`config.mk`:
```
export PLATFORM = sky130hd
export DESIGN_NAME = fetch_unit_flat
export DESIGN_NICKNAME = d
export VERILOG_FILES = /design/src/rtl/fetch_unit_if.sv /design/src/rtl/fetch_unit.sv /design/src/flat_wrapper.sv
export SDC_FILE = /design/constraint.sdc
export NUM_CORES = 1
export LEC_CHECK = 0
export ABC_CLOCK_PERIOD_IN_PS = 7800
export CORE_MARGIN = 1
export CORE_UTILIZATION = 50
export CTS_CLUSTER_SIZE = 24
export DETAILED_ROUTE_END_ITERATION = 8
export PLACE_DENSITY = 0.82
export SETUP_SLACK_MARGIN = 0.2
export SLEW_MARGIN = 10
export SYNTH_ARGS = -nofsm -noshare
export SYNTH_HDL_FRONTEND = slang
export SYNTH_SLANG_ARGS = --single-unit
```
`constraint.sdc`:
```
create_clock -name clk -period 7.8 [get_ports clk]
set_clock_uncertainty 0.05 [all_clocks]
set_input_delay 1.56 -clock clk [delete_from_list [all_inputs] [get_ports clk]]
set_output_delay 1.56 -clock clk [all_outputs]
set_load 0.01 [all_outputs]
```
`src/rtl/fetch_unit_if.sv`:
```
// Instruction-memory channel between the fetch stage and imem:
// valid/ready request, valid-only in-order response.
interface fetch_unit_if #(
    parameter int XLEN = 32
) ();
    logic            req_valid;
    logic            req_ready;
    logic [XLEN-1:0] req_addr;
    logic            rsp_valid;
    logic [XLEN-1:0] rsp_data;

    modport master (
        output req_valid,
        output req_addr,
        input  req_ready,
        input  rsp_valid,
        input  rsp_data
    );

    modport slave (
        input  req_valid,
        input  req_addr,
        output req_ready,
        output rsp_valid,
        output rsp_data
    );
endinterface

```
`src/rtl/fetch_unit.sv`:
```
// IF stage: owns PCF and the IF/ID register, fetches from a variable-latency imem
// with at most one request outstanding and a one-entry skid buffer.
//   state  | meaning
//   S_REQ  | request pending at PCF
//   S_WAIT | one request outstanding at PCF
//   S_HOLD | response parked in skid buffer
//   S_DROP | stale request outstanding, its response will be discarded
module fetch_unit #(
    parameter int              XLEN     = 32,
    parameter logic [XLEN-1:0] RESET_PC = '0,
    parameter logic [XLEN-1:0] NOP      = 'h13
) (
    input  logic              clk,
    input  logic              rst,
    input  logic              StallF_i,
    input  logic              StallD_i,
    input  logic              FlushD_i,
    input  logic              PCSrcE_i,
    input  logic [XLEN-1:0]   PCTargetE_i,
    fetch_unit_if.master      imem,
    output logic [XLEN-1:0]   InstrD_o,
    output logic [XLEN-1:0]   PCD_o,
    output logic [XLEN-1:0]   PCPlus4D_o,
    output logic              ValidD_o
);

    typedef enum logic [1:0] {S_REQ, S_WAIT, S_HOLD, S_DROP} state_e;

    state_e          state_q, state_d;
    logic [XLEN-1:0] pcf_q, pcf_d;
    logic [XLEN-1:0] buf_q, buf_d;
    logic [XLEN-1:0] instr_q, instr_d;
    logic [XLEN-1:0] pcd_q, pcd_d;
    logic [XLEN-1:0] pcp4_q, pcp4_d;
    logic            validd_q, validd_d;

    logic [XLEN-1:0] pc_plus4;
    logic            consume;
    logic            req_fire;
    logic            load;
    logic [XLEN-1:0] load_instr;

    assign pc_plus4 = pcf_q + XLEN'(4);
    assign consume  = !StallD_i && !FlushD_i && !PCSrcE_i;

    assign imem.req_valid = !PCSrcE_i && !StallF_i &&
                            ((state_q == S_REQ) ||
                             (state_q == S_WAIT && imem.rsp_valid && consume));
    assign imem.req_addr  = (state_q == S_WAIT) ? pc_plus4 : pcf_q;
    assign req_fire       = imem.req_valid && imem.req_ready;

    always_comb begin
        state_d    = state_q;
        pcf_d      = pcf_q;
        buf_d      = buf_q;
        instr_d    = instr_q;
        pcd_d      = pcd_q;
        pcp4_d     = pcp4_q;
        validd_d   = validd_q;
        load       = 1'b0;
        load_instr = buf_q;

        if (PCSrcE_i) begin
            pcf_d = PCTargetE_i;
            // A response arriving alongside the redirect retires the stale request,
            // so only a still-unanswered request needs the DROP state.
            if ((state_q == S_WAIT || state_q == S_DROP) && !imem.rsp_valid)
                state_d = S_DROP;
            else
                state_d = S_REQ;
        end else begin
            case (state_q)
                S_REQ: begin
                    if (req_fire) state_d = S_WAIT;
                end
                S_WAIT: begin
                    if (imem.rsp_valid) begin
                        if (consume) begin
                            load       = 1'b1;
                            load_instr = imem.rsp_data;
                            pcf_d      = pc_plus4;
                            state_d    = req_fire ? S_WAIT : S_REQ;
                        end else begin
                            buf_d   = imem.rsp_data;
                            state_d = S_HOLD;
                        end
                    end
                end
                S_HOLD: begin
                    if (consume) begin
                        load       = 1'b1;
                        load_instr = buf_q;
                        pcf_d      = pc_plus4;
                        state_d    = S_REQ;
                    end
                end
                S_DROP: begin
                    if (imem.rsp_valid) state_d = S_REQ;
                end
                default: state_d = S_REQ;
            endcase
        end

        if (FlushD_i) begin
            instr_d  = NOP;
            validd_d = 1'b0;
        end else if (!StallD_i) begin
            if (load) begin
                instr_d  = load_instr;
                pcd_d    = pcf_q;
                pcp4_d   = pc_plus4;
                validd_d = 1'b1;
            end else begin
                instr_d  = NOP;
                validd_d = 1'b0;
            end
        end
    end

    always_ff @(posedge clk or posedge rst) begin
        if (rst) begin
            state_q  <= S_REQ;
            pcf_q    <= RESET_PC;
            buf_q    <= '0;
            instr_q  <= NOP;
            pcd_q    <= '0;
            pcp4_q   <= XLEN'(4);
            validd_q <= 1'b0;
        end else begin
            state_q  <= state_d;
            pcf_q    <= pcf_d;
            buf_q    <= buf_d;
            instr_q  <= instr_d;
            pcd_q    <= pcd_d;
            pcp4_q   <= pcp4_d;
            validd_q <= validd_d;
        end
    end

    assign InstrD_o   = instr_q;
    assign PCD_o      = pcd_q;
    assign PCPlus4D_o = pcp4_q;
    assign ValidD_o   = validd_q;

endmodule
```
`src/flat_wrapper.sv`:
```
// flat-port wrapper written by rule: the top's interface ports become plain ports
module fetch_unit_flat 
#(
    parameter int              XLEN     = 32,
    parameter logic [XLEN-1:0] RESET_PC = '0,
    parameter logic [XLEN-1:0] NOP      = 'h13
)
  (clk, rst, StallF_i, StallD_i, FlushD_i, PCSrcE_i, PCTargetE_i, InstrD_o, PCD_o, PCPlus4D_o, ValidD_o, imem_req_valid, imem_req_addr, imem_req_ready, imem_rsp_valid, imem_rsp_data);
  fetch_unit_if #(.XLEN(XLEN)) imem_i ();
  input  logic clk;
  input  logic rst;
  input  logic StallF_i;
  input  logic StallD_i;
  input  logic FlushD_i;
  input  logic PCSrcE_i;
  input  logic [XLEN-1:0] PCTargetE_i;
  output logic [XLEN-1:0] InstrD_o;
  output logic [XLEN-1:0] PCD_o;
  output logic [XLEN-1:0] PCPlus4D_o;
  output logic ValidD_o;
  output wire logic [$bits(imem_i.req_valid)-1:0] imem_req_valid;
  output wire logic [$bits(imem_i.req_addr)-1:0] imem_req_addr;
  input wire logic [$bits(imem_i.req_ready)-1:0] imem_req_ready;
  input wire logic [$bits(imem_i.rsp_valid)-1:0] imem_rsp_valid;
  input wire logic [$bits(imem_i.rsp_data)-1:0] imem_rsp_data;
  assign imem_req_valid = imem_i.req_valid;
  assign imem_req_addr = imem_i.req_addr;
  assign imem_i.req_ready = imem_req_ready;
  assign imem_i.rsp_valid = imem_rsp_valid;
  assign imem_i.rsp_data = imem_rsp_data;
  fetch_unit #(.XLEN(XLEN), .RESET_PC(RESET_PC), .NOP(NOP)) u_core (.clk(clk), .rst(rst), .StallF_i(StallF_i), .StallD_i(StallD_i), .FlushD_i(FlushD_i), .PCSrcE_i(PCSrcE_i), .PCTargetE_i(PCTargetE_i), .imem(imem_i), .InstrD_o(InstrD_o), .PCD_o(PCD_o), .PCPlus4D_o(PCPlus4D_o), .ValidD_o(ValidD_o));
endmodule
```
==> out/qor.csv, run 1 <==
metric;value;unit
status;finished clean;
synth_xor_area_share;5.257;%
max_freq;194.6;MHz
grt_pass1_vias;7063;
path_class;input port to output port;
power;3.088;mW
cts.clk_slew.worst_paths;0.06;ns
start_util;51.39;%
dp_slack;2.683;ns
r2r_setup_slack;4.89;ns
grt_usage;28.66;%
overflow;0;
synth_top_area_cell;dfrtp_1;
relSlewSlack;36.69;%
rows;46;
hp-start;u_core.InstrD_o[4];
timing.rr.start;u_core.state_q[1];
antenna_found_initial;0;
ys_seq_area_share;49.41;%
die_w;129.8;um
clockBufferDepth;2;
cp_top_family;buffers and inverters;
r2r-end;u_core.pcf_q[19];
dr.pass1.iters;5;
avgSynthCellArea;9.267;sq um
cp_num_cells;6;
cts_made_buffers;17;
nNetsFinal;1106;
synth_fp_nets;958;
finalCriticalPeriod;5.138;ns
critPathLaunchType;input port;
hp-class;flip-flop to flip-flop;
synth_seq_cells;161;
min_to;u_core.InstrD_o[4];
cts_tree;done;
syn_area;8164;sq um
portBuffers;201;
critPathBufInv;2;
synth_top_family_by_area;simple AND/OR/NAND/NOR gates;
setup_viol;0;
wirelength;23.44;mm
cp_common_cell;clkdlybuf4s50_1;
synth-async-reset-ratio;100.0;%
synth_flop_cell;dfrtp_1;
power_density;287.9;nW/um^2
synth_top_cell_area_share;48.12;%
synth_edf_count;0;
vias_per_cell;5.926;
reg2reg_depth;7;
ctsResizeCount;0;
synthCells;881;
vias;7455;
die_height;129.8;um
htree_num_levels;4;
fin_tns_setup;0;ns
period_share;65.87;%
p_leak;4.354;nW
cap_violations;0;
drc;0;
clock_sinks;161;
fin_ws;2.662;ns
synth.area.top_cells;dfrtp_1 48%, nand2_1 8.7%, mux2_2 5.0%;
worstPathMaxFanout;7;
areaGrowthSynthToFinish;31.34;%
tightest_slew;0.9233;ns
drtAntennaViolNets;0;
ir_worst_vdd;0.2136;mV
cp_slowest_cell;or3_1;
grt_max_degree;101;
end_kind;output port;
ys_types;53;
hold_violations;0;
yosys-mux-area-fraction;5.456;%
coreArea;15890;sq um
synth_adder_area_share;0.7663;%
cts_root_buf;clkbuf_16;
drtIter0Drc;762;
drv_slew;0;
dieArea;16840;sq um
cts-hold-fix-buffers;0;
dp_hpwl;15.78;mm
synth-simple-area-share;22.38;%
synth_most_common_cell;nand2_1;
crit_chain;clkdlybuf4s50_1 -> or3_1 -> nor2_2 -> nor2_1 -> nor3_1 -> clkdlybuf4s50_1;
num_antenna_cells;0;
grt_pass1_wl;36.98;mm
arrival;3.53;ns
worstHoldPathCells;2;
layout-drive-gt1-share;9.021;%
yosysWarnings;0;
yosys-top-cells-count;189 x nand2_1, 157 x dfrtp_1, 63 x o21ai_0;
rsz0062_at_grt;false;
post_cts_buffers;0;
gp_congestion;0.9051;
synth-compound-area-share;11.62;%
io_pins;202;
wl_per_cell;18.63;um
cp.required;6.19;ns
clock_latency;0.43;ns
max_stage_delay;0.57;ns
-- flip-flops by register name, summed over array words and instances, names as in the netlist --
register,count
u_core.buf_q,32
u_core.pcf_q,32
u_core.ValidD_o,1
u_core.state_q,2
u_core.InstrD_o,32
u_core.PCPlus4D_o,32
u_core.PCD_o,30
-- worst reg2reg max path: stages (launching register included) --
cell and delay [ns]:
dfrtp_1 0.40, inv_1 0.11, ha_1 0.19, buf_4 0.35, mux2_2 0.28, nand2_1 0.53, or4_1 0.74, a31oi_1 0.19
-- metal layers --
| metal | vias to the layer above | track usage, % | routed length (um) |
|---|---|---|---|
| li1 | 3415 | - | - |
| met1 | 3580 | 38.23 | 9681 |
| met2 | 419 | 44.73 | 10860 |
| met3 | 41 | 7.872 | 2444 |
| met4 | 0 | 10.74 | 450 |
| met5 | - | 0 | 0 |
-- cells by family after synthesis --
| kind of cell | count (synthesis) |
|---|---|
| multiplexers | 40 |
| buffers and inverters | 96 |
| XOR/XNOR | 49 |
| AND/OR/NAND/NOR | 377 |
| adder cells (fa/ha/maj) | 5 |
| flip-flops | 161 |
| AO/OA/AOI/OAI | 153 |
-- stage by stage --
stage	std cells	hold slack [ns]	instance area, sq um	utilization (%)
floorplan	881	0.4081	8164	-
global placement	1226	0.4007	10170	64.05
detailed placement	1226	0.4015	10170	64.05
CTS	1258	0.4110	10720	67.50
global route	1258	0.4363	10720	67.50
finish	1258	0.4104	10720	67.50
-- worst max path at each step --
stage / startpoint / endpoint / slack, ns
2_1_floorplan: rst / u_core.InstrD_o[10] / 1.85
3_3_place_gp: FlushD_i / imem_req_valid / 2.73
3_5_place_dp: FlushD_i / imem_req_valid / 2.68
4_1_cts: FlushD_i / imem_req_valid / 2.68
5_1_grt: FlushD_i / imem_req_valid / 2.55
6_report: FlushD_i / imem_req_valid / 2.66
-- cell usage in the layout, fill, tap and decap left out, drive strengths merged, types with 14 or more instances in the layout --
master,Yosys,routed
clkdlybuf4s50,0,200
nand2,189,189
dfrtp,157,157
o21ai,63,63
mux2,36,36
xnor2,36,36
nor2,34,34
nand4,32,32
nand3,29,29
o22ai,29,29
or4,23,23
clkbuf,56,23
nor3,19,19
a31oi,14,14
-- final cells by class --
class | instances | area, sq um
fill | 1252 | 5162
sequential | 161 | 4034
multi-input combinational | 624 | 3727
timing repair buffer | 212 | 2090
clock buffer | 23 | 488.0
tap | 216 | 270.3
clock inverter | 9 | 60.06
inverter | 13 | 53.80
-- power breakdown --
group          total, mW  internal (mW)  switching, mW
logic               1.04          0.555          0.484
clock network      0.772          0.439          0.333
registers           1.28           1.09          0.183
Power figures use the tool's default switching activity.
==> run 2, diff against run 1 <==
- ABC_CLOCK_PERIOD_IN_PS: 7800 -> 5200
- clock period: 7.8 -> 5.2 ns (I/O delays scaled with it)
==> out/qor.csv, run 2 (synthesis results as in run 1) <==
metric;value;unit;change
status;finished clean;;
areaGrowthSynthToFinish;31.60;%;
htree_num_levels;4;;unchanged
finalCriticalPeriod;4.469;ns;
cts.clk_slew.worst_paths;0.06;ns;about the same
antenna_found_initial;0;;unchanged
cap_violations;0;;unchanged
vias_per_cell;5.940;;+0.23%
fill_cells;1268;;+1.3%
overflow;0;;unchanged
coreArea;15890;sq um;unchanged
final_cell_mix;200 x clkdlybuf4s50_1, 189 x nand2_1, 157 x dfrtp_1, 63 x o21ai_0;;
tightest_slew;0.9706;ns;+0.04739 ns
dieArea;16840;sq um;unchanged
end_kind;output port;;
critPathLaunchType;flip-flop;;
worstHoldPathCells;2;;unchanged
timing.rr.start;u_core.state_q[1];;
ir_worst_vdd;0.2560;mV;+20%
arrival;3.38;ns;-0.15 ns
p_leak;4.368;nW;+0.34%
power_density;431.7;nW/um^2;+50%
clockBufferDepth;2;;unchanged
p_seq_share;41.1;%;-0.3 points
reg2reg_depth;7;;unchanged
cts_made_buffers;17;;unchanged
cp_slowest_cell;or4_1;;
drc;0;;unchanged
pwr-share-comb;33.7;%;about the same
setup_viol;0;;unchanged
hold_violations;0;;unchanged
max_stage_delay;0.77;ns;+0.20 ns
dr.pass1.iters;5;;unchanged
layout-drive-gt1-share;9.387;%;+0.37 points
drtIter0Drc;700;;-8.1%
final_common_cell;clkdlybuf4s50_1;;
power_switching_share;33.06;%;+0.67 points
rows;46;;unchanged
portBuffers;201;;unchanged
num_antenna_cells;0;;unchanged
clock_sinks;161;;unchanged
grt_max_degree;97;;-4.0%
p_sw;1.533;mW;+53%
period_share;85.94;%;
max_freq;223.8;MHz;
wl_per_cell;18.60;um;-0.17%
drv_slew;0;;unchanged
r2r-end;u_core.pcf_q[19];;
cts_root_buf;clkbuf_16;;
vias;7484;;+0.39%
gp_congestion;0.8843;;-2.3%
cts-hold-fix-buffers;0;;unchanged
nNetsFinal;1108;;+0.18%
path_class;flip-flop to output port;;
crit_chain;ha_1 -> inv_1 -> or4_1 -> nor3_1 -> xor2_1 -> clkdlybuf4s50_1;;
clock_latency;0.43;ns;about the same
grt_pass1_wl;37.28;mm;+0.82%
min_to;u_core.InstrD_o[1];;
cts_tree;done;;
r2r_setup_slack;2.37;ns;-2.52 ns
start_util;51.39;%;unchanged
io_pins;202;;unchanged
grt_usage;29.02;%;+0.36 points
wirelength;23.44;mm;about the same
grt_pass1_vias;7075;;+0.17%
fin_tns_setup;0;ns;unchanged
critPathBufInv;2;;unchanged
ctsResizeCount;0;;unchanged
cp_top_family;simple AND/OR/NAND/NOR gates;;
cp.required;4.11;ns;-2.08 ns
die_height;129.8;um;unchanged
clkPwrFrac;25.1;%;about the same
drtAntennaViolNets;0;;unchanged
p_int;3.105;mW;+49%
worstPathMaxFanout;10;;+3
hp-start;u_core.InstrD_o[1];;
rsz0062_at_grt;false;;
post_cts_buffers;0;;unchanged
power;4.638;mW;+50%
relSlewSlack;33.44;%;-3.2 points
die_w;129.8;um;unchanged
hp-class;flip-flop to flip-flop;;
dp_hpwl;15.82;mm;+0.25%
-- run 2: metal layers --
metal / up-vias / routed length, um / part of all wire (%) / global-route usage [%]
met2: 382 / 11080 / 47 / 47.12
li1: 3435 / - / - / -
met3: 40 / 2357 / 10 / 8.159
met5: - / 0 / 0 / 0
met1: 3627 / 9500 / 41 / 37.28
met4: 0 / 498 / 2.1 / 10.26
-- run 2: worst max-delay path by stage --
stage	slack, ns	depth (start not counted)	startpoint	endpoint
after global placement	1.17	6	FlushD_i	imem_req_valid
final	0.73	6	u_core.pcf_q[2]	imem_req_addr[28]
after global routing	0.65	6	u_core.pcf_q[2]	imem_req_addr[20]
after detailed placement	1.16	6	FlushD_i	imem_req_valid
after CTS	0.79	6	u_core.pcf_q[2]	imem_req_addr[28]
after floorplan	1.74	6	FlushD_i	imem_req_valid
-- run 2: metrics by stage --
stage	area (sq um)	cells	setup slack (ns)	hold WS, ns	utilization [%]
5_1_grt	10740	1260	0.6509	0.4394	67.64
3_5_place_dp	10200	1228	1.158	0.4067	64.22
4_1_cts	10740	1260	0.7915	0.4164	67.64
2_1_floorplan	8168	881	1.745	0.4081	-
3_3_place_gp	10200	1228	1.173	0.3998	64.22
6_report	10740	1260	0.7310	0.4139	67.64
-- run 2: final cells by class --
| type | instances | area, sq um | area share [%] |
|---|---|---|---|
| flip-flops and latches | 161 | 4034 | 37.54 |
| multi-input cells | 624 | 3727 | 34.69 |
| repair buffers | 214 | 2117 | 19.70 |
| clock buffers | 18 | 439.2 | 4.088 |
| well taps | 216 | 270.3 | 2.515 |
| clock inverters | 14 | 103.9 | 0.9666 |
| inverters | 13 | 52.55 | 0.4891 |
-- run 2: power by group through the flow --
stage | combinational [mW] | sequential [mW] | clock [mW]
2_1_floorplan | 0.716 | 1.95 | 0
3_3_place_gp | 1.53 | 1.91 | 0
3_5_place_dp | 1.56 | 1.92 | 0
4_1_cts | 1.57 | 1.91 | 1.18
5_1_grt | 1.69 | 1.96 | 1.23
6_report | 1.56 | 1.91 | 1.16
-- run 2: worst register-to-register path: stages, from the launching register on --
cell	delay, ns
dfrtp_1	0.40
inv_1	0.11
ha_1	0.18
buf_4	0.34
mux2_2	0.28
nand2_1	0.53
or4_1	0.71
a31oi_1	0.17
==> variant: new RTL, config.mk and constraints of run 2 <==
`XLEN` is set to 32 in 3 places; all go to 24.
--- a/src/rtl/fetch_unit_if.sv
+++ b/src/rtl/fetch_unit_if.sv
@@ -3,3 +3,3 @@
 interface fetch_unit_if #(
-    parameter int XLEN = 32
+    parameter int XLEN = 24
 ) ();
--- a/src/rtl/fetch_unit.sv
+++ b/src/rtl/fetch_unit.sv
@@ -8,3 +8,3 @@
 module fetch_unit #(
-    parameter int              XLEN     = 32,
+    parameter int              XLEN     = 24,
     parameter logic [XLEN-1:0] RESET_PC = '0,
--- a/src/flat_wrapper.sv
+++ b/src/flat_wrapper.sv
@@ -3,3 +3,3 @@
 #(
-    parameter int              XLEN     = 32,
+    parameter int              XLEN     = 24,
     parameter logic [XLEN-1:0] RESET_PC = '0,
Interface: changed (6 resized); port bits go from 202 to 154. No check against the original RTL was run, so the function may have changed too.
==> variant against run 2 <==
Critical path depth is the same. Non-clock buffer count is 53 lower. Setup slack gained 280 ps. First-iteration DRC count shrank 37%. Die area is 24% lower. Total power fell by 20%. Area after synthesis is 24% lower. Via count down 30%. Utilization up 1.1 points. Combinational power is 28% lower. Synthesized cell count down 28%. Final area is 23% lower. Routed wire length down 30%. Sequential cell count shrank 40.
==> variant: results (changes against run 2) <==
[power]
peakVddDrop_mv = 0.3146  ; was 0.2560 mV
pg_comb_mw = 1.12  ; was 1.56 mW
p_int_mw = 2.608  ; was 3.105 mW
p_leak_nw = 3.444  ; was 4.368 nW
pwr-share-clk_pct = 31.7  ; was 25.1%
p_per_area_nw_per_um2 = 449.6  ; was 431.7 nW/um2

[critical_path]
critPathCapture = imem_req_addr[22]  ; was imem_req_addr[28]
path_delay_family = simple AND/OR/NAND/NOR gates  ; unchanged
critPathMaxFanout = 15  ; was 10
max_stage_delay_ps = 550  ; was 770 ps
rrSetupSlack_ps = 2100  ; was 2370 ps
cp.arrival_ps = 3100  ; was 3380 ps
worstReg2RegEnd = u_core.buf_q[21]  ; was u_core.pcf_q[19]
r2r.worst_path.cells = 5  ; was 7
cpMaxStageDelayCell = clkdlybuf4s50_1  ; was or4_1

[global_route]
grt_usage_pct = 27.40  ; was 29.02%
use_met1_pct = 32.08  ; was 37.28%
met3_usage_pct = 10.55  ; was 8.159%
grt_max_degree = 67  ; was 97
grt_pass1_vias = 5313  ; was 7075
use_met2_pct = 46.26  ; was 47.12%

[yosys]
async_flop_share_pct = 100.0  ; unchanged
synthTopCellsByArea = dfrtp_1 47%, nand2_1 8.4%, mux2_2 5.1%, mux2i_1 4.4%, o21ai_0 4.1%  ; was dfrtp_1 48%, nand2_1 8.7%, mux2_2 5.0%, o21ai_0 3.9%, xnor2_1 3.9%
synthTopCellsByCount = 138 x nand2_1, 117 x dfrtp_1, 51 x o21ai_0  ; was 189 x nand2_1, 157 x dfrtp_1, 63 x o21ai_0
synth.distinct_cells = 56  ; was 53
syn_nets = 693  ; was 958
yosysSeqAreaShare_pct = 49.07  ; was 49.41%

[route]
first_iter_violations = 439  ; was 700
met1_length_mm = 6.365  ; was 9.500 mm
drtPass1Iterations = 4  ; was 5
wl_met2_mm = 8.221  ; was 11.08 mm
route.vias.total = 5247  ; was 7484
wl_per_cell_um = 17.89  ; was 18.60 um

[outcome]
status = finished clean  ; unchanged

[finish]
fillers = 914  ; was 1268
nets = 820  ; was 1108
drive_gt1_share_pct = 10.88  ; was 9.387%

[timing]
whs_ps = 426.9  ; was 413.9 ps
worst_slew_pin_slew_ps = 1141  ; was 970.6 ps
period_share_pct = 80.54  ; was 85.94%

[placement]
portBuffers = 153  ; was 201
routabilityCongestion = 0.8706  ; was 0.8843
placed_area_um2 = 7657  ; was 10200 um2
pre_cts_ws_ps = 1281  ; was 1158 ps
hpwl_mm = 11.50  ; was 15.82 mm
placedCellCount = 887  ; was 1228

[min_path]
min_from = u_core.ValidD_o  ; was u_core.InstrD_o[1]
hold_path_end = u_core.ValidD_o  ; was u_core.InstrD_o[1]

[clocking]
clockRootBuffer = clkbuf_16  ; unchanged

## variant: area by class of cell
type | instances | area [um2] | share of cell area, %
multi-input combinational | 447 | 2805 | 33.96
clock buffer | 24 | 511.7 | 6.196
inverter | 11 | 43.79 | 0.5302
tap | 147 | 183.9 | 2.227
timing repair buffer | 161 | 1592 | 19.27
sequential | 121 | 3033 | 36.72
clock inverter | 8 | 90.09 | 1.091
## variant: logic make-up (layout without fill, tap and decap cells)
| family | after synthesis | after routing | share of synthesized area (%) |
|---|---|---|---|
| adder cells (fa/ha/maj) | 5 | 5 | 1.012 |
| AND/OR/NAND/NOR | 256 | 256 | 20.22 |
| buffers and inverters | 64 | 204 | 5.648 |
| flip-flops | 121 | 121 | 49.07 |
| XOR/XNOR | 39 | 39 | 5.526 |
| AO/OA/AOI/OAI | 91 | 91 | 8.806 |
| multiplexers | 56 | 56 | 9.717 |
